--- src/rtl/tile_drawer_if.sv ---
// Pixel-drawer port bundle between the tile controller and tile_drawer.
//  master : controller side (drives start/origin/colour, receives pixel stream)
//  slave  : tile_drawer side
//  start, x_in[7:0], y_in[6:0], colour_in[2:0]  request and tile attributes
//  erase                                        (TILE_DRAWER_ERASE_EN only) draw black
//  x_out[7:0], y_out[6:0], colour_out[2:0], plot  VGA adapter write port
//  busy, done                                   draw status
interface tile_drawer_if;
    logic       start;
    logic [7:0] x_in;
    logic [6:0] y_in;
    logic [2:0] colour_in;
`ifdef TILE_DRAWER_ERASE_EN
    logic       erase;
`endif
    logic [7:0] x_out;
    logic [6:0] y_out;
    logic [2:0] colour_out;
    logic       plot;
    logic       busy;
    logic       done;

    modport master (
`ifdef TILE_DRAWER_ERASE_EN
        output erase,
`endif
        output start, x_in, y_in, colour_in,
        input  x_out, y_out, colour_out, plot, busy, done
    );

    modport slave (
`ifdef TILE_DRAWER_ERASE_EN
        input  erase,
`endif
        input  start, x_in, y_in, colour_in,
        output x_out, y_out, colour_out, plot, busy, done
    );
endinterface

--- src/rtl/tile_drawer.sv ---
// Sweeps a 2^TILE_BITS square tile into the VGA adapter, one pixel per clock,
// row-major, clipping pixels outside the X_MAX x Y_MAX screen.
// Ports:
//  clock  system clock, rising edge
//  reset  asynchronous, active-high
//  bus    tile_drawer_if.slave: start/x_in/y_in/colour_in in,
//         x_out/y_out/colour_out/plot/busy/done out (all registered)
// Optional feature macro: TILE_DRAWER_ERASE_EN adds bus.erase, which forces
// the latched colour to black.
module tile_drawer #(
    parameter int unsigned TILE_BITS = 3,
    parameter int unsigned X_MAX     = 160,
    parameter int unsigned Y_MAX     = 120
) (
    input  logic          clock,
    input  logic          reset,
    tile_drawer_if.slave  bus
);

    localparam int unsigned CNT_W = 2 * TILE_BITS;
    localparam logic [CNT_W-1:0] CNT_LAST = '1;

    typedef enum logic [1:0] {
        IDLE,
        DRAW,
        FINISH
    } state_t;

    state_t               state;
    logic [CNT_W-1:0]     cnt;
    logic [7:0]           x0;
    logic [6:0]           y0;
    logic [2:0]           colour;

    logic [7:0]           x_r;
    logic [6:0]           y_r;
    logic [2:0]           colour_r;
    logic                 plot_r;
    logic                 busy_r;
    logic                 done_r;

    logic [TILE_BITS-1:0] col;
    logic [TILE_BITS-1:0] row;
    logic [8:0]           xsum;
    logic [7:0]           ysum;
    logic                 in_screen;

    // Pixel address for the current count; sums carry one extra bit so the
    // clip test sees coordinates past the 8/7-bit port range.
    always_comb begin
        col       = cnt[TILE_BITS-1:0];
        row       = cnt[CNT_W-1:TILE_BITS];
        xsum      = {1'b0, x0} + 9'(col);
        ysum      = {1'b0, y0} + 8'(row);
        in_screen = (xsum < 9'(X_MAX)) && (ysum < 8'(Y_MAX));
    end

    // Control FSM with registered pixel outputs.
    always_ff @(posedge clock or posedge reset) begin
        if (reset) begin
            state    <= IDLE;
            cnt      <= '0;
            x0       <= '0;
            y0       <= '0;
            colour   <= '0;
            x_r      <= '0;
            y_r      <= '0;
            colour_r <= '0;
            plot_r   <= 1'b0;
            busy_r   <= 1'b0;
            done_r   <= 1'b0;
        end else begin
            case (state)
                IDLE: begin
                    done_r <= 1'b0;
                    plot_r <= 1'b0;
                    if (bus.start) begin
                        x0     <= bus.x_in;
                        y0     <= bus.y_in;
`ifdef TILE_DRAWER_ERASE_EN
                        colour <= bus.erase ? 3'b000 : bus.colour_in;
`else
                        colour <= bus.colour_in;
`endif
                        cnt    <= '0;
                        busy_r <= 1'b1;
                        state  <= DRAW;
                    end
                end
                DRAW: begin
                    // Clipped pixels still spend their cycle, with plot low.
                    x_r      <= xsum[7:0];
                    y_r      <= ysum[6:0];
                    colour_r <= colour;
                    plot_r   <= in_screen;
                    cnt      <= cnt + CNT_W'(1);
                    if (cnt == CNT_LAST) begin
                        state <= FINISH;
                    end
                end
                FINISH: begin
                    plot_r <= 1'b0;
                    busy_r <= 1'b0;
                    done_r <= 1'b1;
                    state  <= IDLE;
                end
                default: begin
                    state <= IDLE;
                end
            endcase
        end
    end

    assign bus.x_out      = x_r;
    assign bus.y_out      = y_r;
    assign bus.colour_out = colour_r;
    assign bus.plot       = plot_r;
    assign bus.busy       = busy_r;
    assign bus.done       = done_r;

endmodule

--- src/flat_wrapper.sv ---
// flat-port wrapper written by rule: the top's interface ports become plain ports
module tile_drawer_flat 
#(
    parameter int unsigned TILE_BITS = 3,
    parameter int unsigned X_MAX     = 160,
    parameter int unsigned Y_MAX     = 120
)
  (clock, reset, bus_start, bus_x_in, bus_y_in, bus_colour_in, bus_x_out, bus_y_out, bus_colour_out, bus_plot, bus_busy, bus_done);
  tile_drawer_if bus_i ();
  input  logic clock;
  input  logic reset;
  input wire logic [$bits(bus_i.start)-1:0] bus_start;
  input wire logic [$bits(bus_i.x_in)-1:0] bus_x_in;
  input wire logic [$bits(bus_i.y_in)-1:0] bus_y_in;
  input wire logic [$bits(bus_i.colour_in)-1:0] bus_colour_in;
  output wire logic [$bits(bus_i.x_out)-1:0] bus_x_out;
  output wire logic [$bits(bus_i.y_out)-1:0] bus_y_out;
  output wire logic [$bits(bus_i.colour_out)-1:0] bus_colour_out;
  output wire logic [$bits(bus_i.plot)-1:0] bus_plot;
  output wire logic [$bits(bus_i.busy)-1:0] bus_busy;
  output wire logic [$bits(bus_i.done)-1:0] bus_done;
  assign bus_i.start = bus_start;
  assign bus_i.x_in = bus_x_in;
  assign bus_i.y_in = bus_y_in;
  assign bus_i.colour_in = bus_colour_in;
  assign bus_x_out = bus_i.x_out;
  assign bus_y_out = bus_i.y_out;
  assign bus_colour_out = bus_i.colour_out;
  assign bus_plot = bus_i.plot;
  assign bus_busy = bus_i.busy;
  assign bus_done = bus_i.done;
  tile_drawer #(.TILE_BITS(TILE_BITS), .X_MAX(X_MAX), .Y_MAX(Y_MAX)) u_core (.clock(clock), .reset(reset), .bus(bus_i));
endmodule
--- config.mk ---
export PLATFORM = sky130hd
export DESIGN_NAME = tile_drawer_flat
export DESIGN_NICKNAME = d
export VERILOG_FILES = /design/src/rtl/tile_drawer_if.sv /design/src/rtl/tile_drawer.sv /design/src/flat_wrapper.sv
export SDC_FILE = /design/constraint.sdc
export NUM_CORES = 1
export LEC_CHECK = 0
export ABC_CLOCK_PERIOD_IN_PS = 2700
export CORE_MARGIN = 2
export CORE_UTILIZATION = 52
export DETAILED_ROUTE_END_ITERATION = 7
export MAX_ROUTING_LAYER = met4
export PLACE_DENSITY_LB_ADDON = 0.08
export SLEW_MARGIN = 10
export SYNTH_ARGS = -nofsm -noshare
export SYNTH_HDL_FRONTEND = slang
export SYNTH_SLANG_ARGS = --single-unit
--- constraint.sdc ---
create_clock -name clock -period 2.7 [get_ports clock]
set_clock_uncertainty 0.1 [all_clocks]
set_input_delay 0.27 -clock clock [delete_from_list [all_inputs] [get_ports clock]]
set_output_delay 0.27 -clock clock [all_outputs]
set_load 0.01 [all_outputs]
=== Word level (Yosys, flattened, before mapping) ===
Index checks and enable logic that the tools add are counted.

* Register bits: 47
* Input port bits: 21
* Output and inout bits: 21
* Logic and storage cells: 40

* Add/sub/neg operators: 3
* Magnitude comparators: 2
* Equality and inequality tests: 5
* Muxes and demuxes: 9
* Reductions and logical operators: 10

{| class="wikitable"
|+ Operators by type and width
! cell !! number
|-
| case mux 6 bit (2 select lines) || 1
|-
| adder 8 x 3 -> 9 bit || 1
|-
| < comparator 9 x 8 -> 1 bit (second input constant) || 1
|-
| adder 7 x 3 -> 8 bit || 1
|-
| < comparator 8 x 7 -> 1 bit (second input constant) || 1
|-
| AND reduction 2 bit || 4
|-
| adder 6 x 1 -> 6 bit (second input constant) || 1
|-
| equality test 6 bit (second input constant) || 1
|-
| 2-to-1 mux 6 bit || 1
|-
| case mux 1 bit (2 select lines) || 3
|-
| nonzero test 2 bit || 3
|-
| 2-to-1 mux 2 bit || 2
|-
| case mux 2 bit (2 select lines) || 1
|-
| equality test 2 x 1 -> 1 bit (second input constant) || 1
|-
| equality test 2 bit (second input constant) || 1
|-
| logical NOT 2 bit || 1
|-
| != test 2 x 1 -> 1 bit (second input constant) || 1
|-
| != test 2 bit (second input constant) || 1
|-
| OR reduction 2 bit || 1
|-
| logical AND 1 bit || 1
|-
| 2-to-1 mux 1 bit || 1
|}

=== Longest topological paths before layout ===
* Word-level depth: 4
* Gate-level depth with buffers: 7

=== Worst setup path before layout ===
No wires, ideal clock.

* Kind: register -> register
* Start: register u_core.cnt[3]
* End: register u_core.plot_r (netlist: u_core.bus.plot)
* Data arrival time: 1885 ps
* Setup slack: 593 ps
* Cell stages (with the launch flop): 8
* Buffers on the path: 0
* Clock period less this slack: 2107 ps
* Cell sequence: dfrtp_1 ha_1 inv_1 fa_1 nand2b_1 or4_1 a21oi_1 nor3_2

* Cells in the longest elaborated chain, start to end: 4

{| class="wikitable"
|+ RTL lines
! element !! RTL line !! source
|-
| start, declared || tile_drawer.sv:30 || <nowiki>logic [CNT_W-1:0] cnt;</nowiki>
|-
| start signal, assigned || tile_drawer.sv:96 || <nowiki>cnt <= cnt + CNT_W'(1);</nowiki>
|-
| adder 7 x 3 -> 8 bit || tile_drawer.sv:54 || <nowiki>ysum = {1'b0, y0} + 8'(row);</nowiki>
|-
| < comparator 8 x 7 -> 1 bit || tile_drawer.sv:55 || <nowiki>in_screen = (xsum < 9'(X_MAX)) && (ysum < 8'(Y_MAX));</nowiki>
|-
| logical AND 1 bit || tile_drawer.sv:55 ||
|-
| case mux 1 bit (2 select lines) || tile_drawer.sv:73 || <nowiki>case (state)</nowiki>
|-
| end signal, assigned || tile_drawer.sv:95 || <nowiki>plot_r <= in_screen;</nowiki>
|-
| end, declared || tile_drawer.sv:38 || <nowiki>logic plot_r;</nowiki>
|}

No other way between the ends.
A chain may end at the register's enable or synchronous reset.

=== Final worst setup path ===
Same ends and word-level chain as after synthesis.

==> run metrics <==
initial core utilization=0.5358; chip width=70.52 um; max-cap viol count=0; # Post-CTS Setup Buffers=0; Num CTS Buffers=5; RSZ-0062 raised after global routing=no; largest net degree at the start of global routing=27; CTS H-tree lvls=2; placed cells=302; first-pass GRT wire length=7.369 mm; gr usage total=0.1951; initial drt markers=69; Worst slew margin=0.5455; Syn. warnings=0; die area=4973 um^2; largest area contributor in the netlist=dfrtp_1; Via density=5.399; fin crit share=0.8261; Total Routed Length=4.246 mm; crit path max fanout=6; Pwr Total=2.791 mW; gr ovfl total=0; via count=1663; layout cells sized above 1=0.1250; commonest non-fill, non-tap cells in the layout=47 x dfrtp_1, 41 x clkdlybuf4s50_1, 39 x nand2_1; Post-Syn Nets=245; clock sinks=47; placer congestion estimate=0.8575; Gate Count Post-Synth=215; Critical Path RT=2.78 ns; number of top-level pins=42; final setup fails=0; status=complete, no violations; Setup crit start kind=flip-flop; pwr dens=992.8 nW/um^2; commonest non-fill, non-tap cell in the layout=dfrtp_1; DP HPWL=3.079 mm; Synth-to-Final Area Change=22.19%; Max rail drop VDD=508.8 uV; Netlist cell types=39; placed cell area=2739 um^2; initial antenna violation count=0; Cell Count, Final, Fillers Out=308; Tmin final=2.230 ns; flops & latches, synth=47; number of global-route vias before repair=1598; Clock Tree Root=clkbuf_8; Final Slew Violations=0; Remaining DRCs=0; die height=70.52 um; Finished Cell Area=2811 um^2; router iterations before antenna repair=4; WL per Instance=13.79 um; Seq/Total Area, Yosys=0.5111; min-delay worst type=in2async; Synth top area share=0.5111; Leak=1.176 nW; Post-Place Worst Slack=0.4938 ns; hold_buf cts=0; Core Area=4294 um^2; Setup WS post-layout=0.4695 ns; row cnt=24; CTS tree=built; setup_tns=0 ns; Antenna Cells=0; Worst-path clk slew=0.08 ns; top cells by area, synth=dfrtp_1 51%, mux2_2 8.8%, nand2_1 6.4%, o21ai_0 4.8%, ha_1 3.8%; Post-CTS Resized=0; Hold Slack=0.2334 ns; IO buf count=41; critical path arrival=2.31 ns; Final #Nets=287; Post-Syn Area=2301 um^2; average size of a mapped cell=10.70 um^2; Fin. Hold Viols=0; Clk Latency, worst-skew pair=0.29 ns; CP Class=reg2reg; ANT nets after route=0; Clock Tree Buf Depth=2; CP endpoint kind=flip-flop; Slew @ Worst Pin=0.6817 ns; Max Freq=448.3 MHz; post-layout util=0.6547
==> registers in the layout, indices dropped and copies added (netlist names) <==
register	cells
u_core.bus.busy	1
u_core.bus.colour_out	3
u_core.bus.done	1
u_core.bus.plot	1
u_core.bus.x_out	8
u_core.bus.y_out	7
u_core.cnt	6
u_core.colour	3
u_core.state	2
u_core.x0	8
u_core.y0	7
==> final timing paths <==
check / startpoint / to / slack (ns) / cells after the start
worst max-delay path: u_core.cnt[3]$_DFFE_PP0P_ / u_core.bus.plot$_DFFE_PP0P_ / 0.47 / 7
worst min-delay path: reset / u_core.bus.busy$_DFFE_PP0P_ / 0.23 / 2
worst max register to register: u_core.cnt[3]$_DFFE_PP0P_ / u_core.bus.plot$_DFFE_PP0P_ / 0.47 / 7
worst min register to register: u_core.colour[1]$_DFFE_PP0P_ / u_core.bus.colour_out[1]$_DFFE_PP0P_ / 0.37 / 2
max in group asynchronous: reset / u_core.bus.x_out[1]$_DFFE_PP0P_ / 1.71 / 3
min in group clock: u_core.colour[1]$_DFFE_PP0P_ / u_core.bus.colour_out[1]$_DFFE_PP0P_ / 0.37 / 2
==> cell type report <==
class,instances,area (um^2)
fillers,380,1483
flip-flops and latches,47,1176
multi-input cells,153,1039
repair buffers,45,440.4
clock buffers,6,72.57
well taps,52,65.06
inverters,5,18.77
==> where the power goes <==
| part | switching [mW] | internal (mW) | total, mW |
|---|---|---|---|
| Clock | 0.211 | 0.173 | 0.383 |
| Combinational | 0.516 | 0.633 | 1.15 |
| Sequential | 0.264 | 0.994 | 1.26 |
| Total | 0.991 | 1.80 | 2.79 |
==> worst max-delay path: stages, from the launching register on <==
cell,delay [ns]
dfrtp_1,0.42
ha_1,0.22
inv_1,0.06
fa_1,0.41
nand2b_1,0.18
or4_1,0.50
a21oi_1,0.19
nor3_2,0.05
==> cell families (layout without fill, tap and decap cells) <==
family / count (synthesis) / in the layout / share of synthesized area
multiplexers: 18 / 18 / 0.08809
adder cells (fa/ha/maj): 9 / 9 / 0.05546
AO/OA/AOI/OAI: 47 / 47 / 0.1224
buffers and inverters: 15 / 56 / 0.03752
AND/OR/NAND/NOR: 69 / 69 / 0.1474
flip-flops: 47 / 47 / 0.5111
XOR/XNOR: 10 / 10 / 0.03807
==> routing by layer <==
metal	wire length (um)	track usage	vias up
li1	-	-	841
met1	1975	0.2462	763
met2	1975	0.3019	45
met3	184	0.04762	14
met4	111	0.08120	0
met5	0	-	-
==> synth_stat cells <==
library cell and instances:
a21o_1 4, dfrtp_1 47, o31ai_1 2, xor2_1 7
buf_2 6, nor3_2 1, o21ai_0 22, o22ai_1 1
nand2_1 39, nor2b_1 1, and4_1 1, and3_2 1
and2b_1 1, or4_1 1, a311o_1 1, nand4b_1 2
clkbuf_8 1, clkbuf_2 1, nor3b_2 1, nor3_1 2
and3_1 1, mux2_2 18, nand3_1 4, buf_6 1
nand4_1 3, buf_4 1, a31oi_1 5, o2111ai_1 2
and4_2 1, ha_1 7, a41o_1 1, fa_1 2
a21oi_1 8, nor2_1 5, nand2b_1 3, xnor2_1 3
o2111a_1 1, or3_1 2, inv_1 5
No activity file was read; power rests on OpenSTA's default activity.
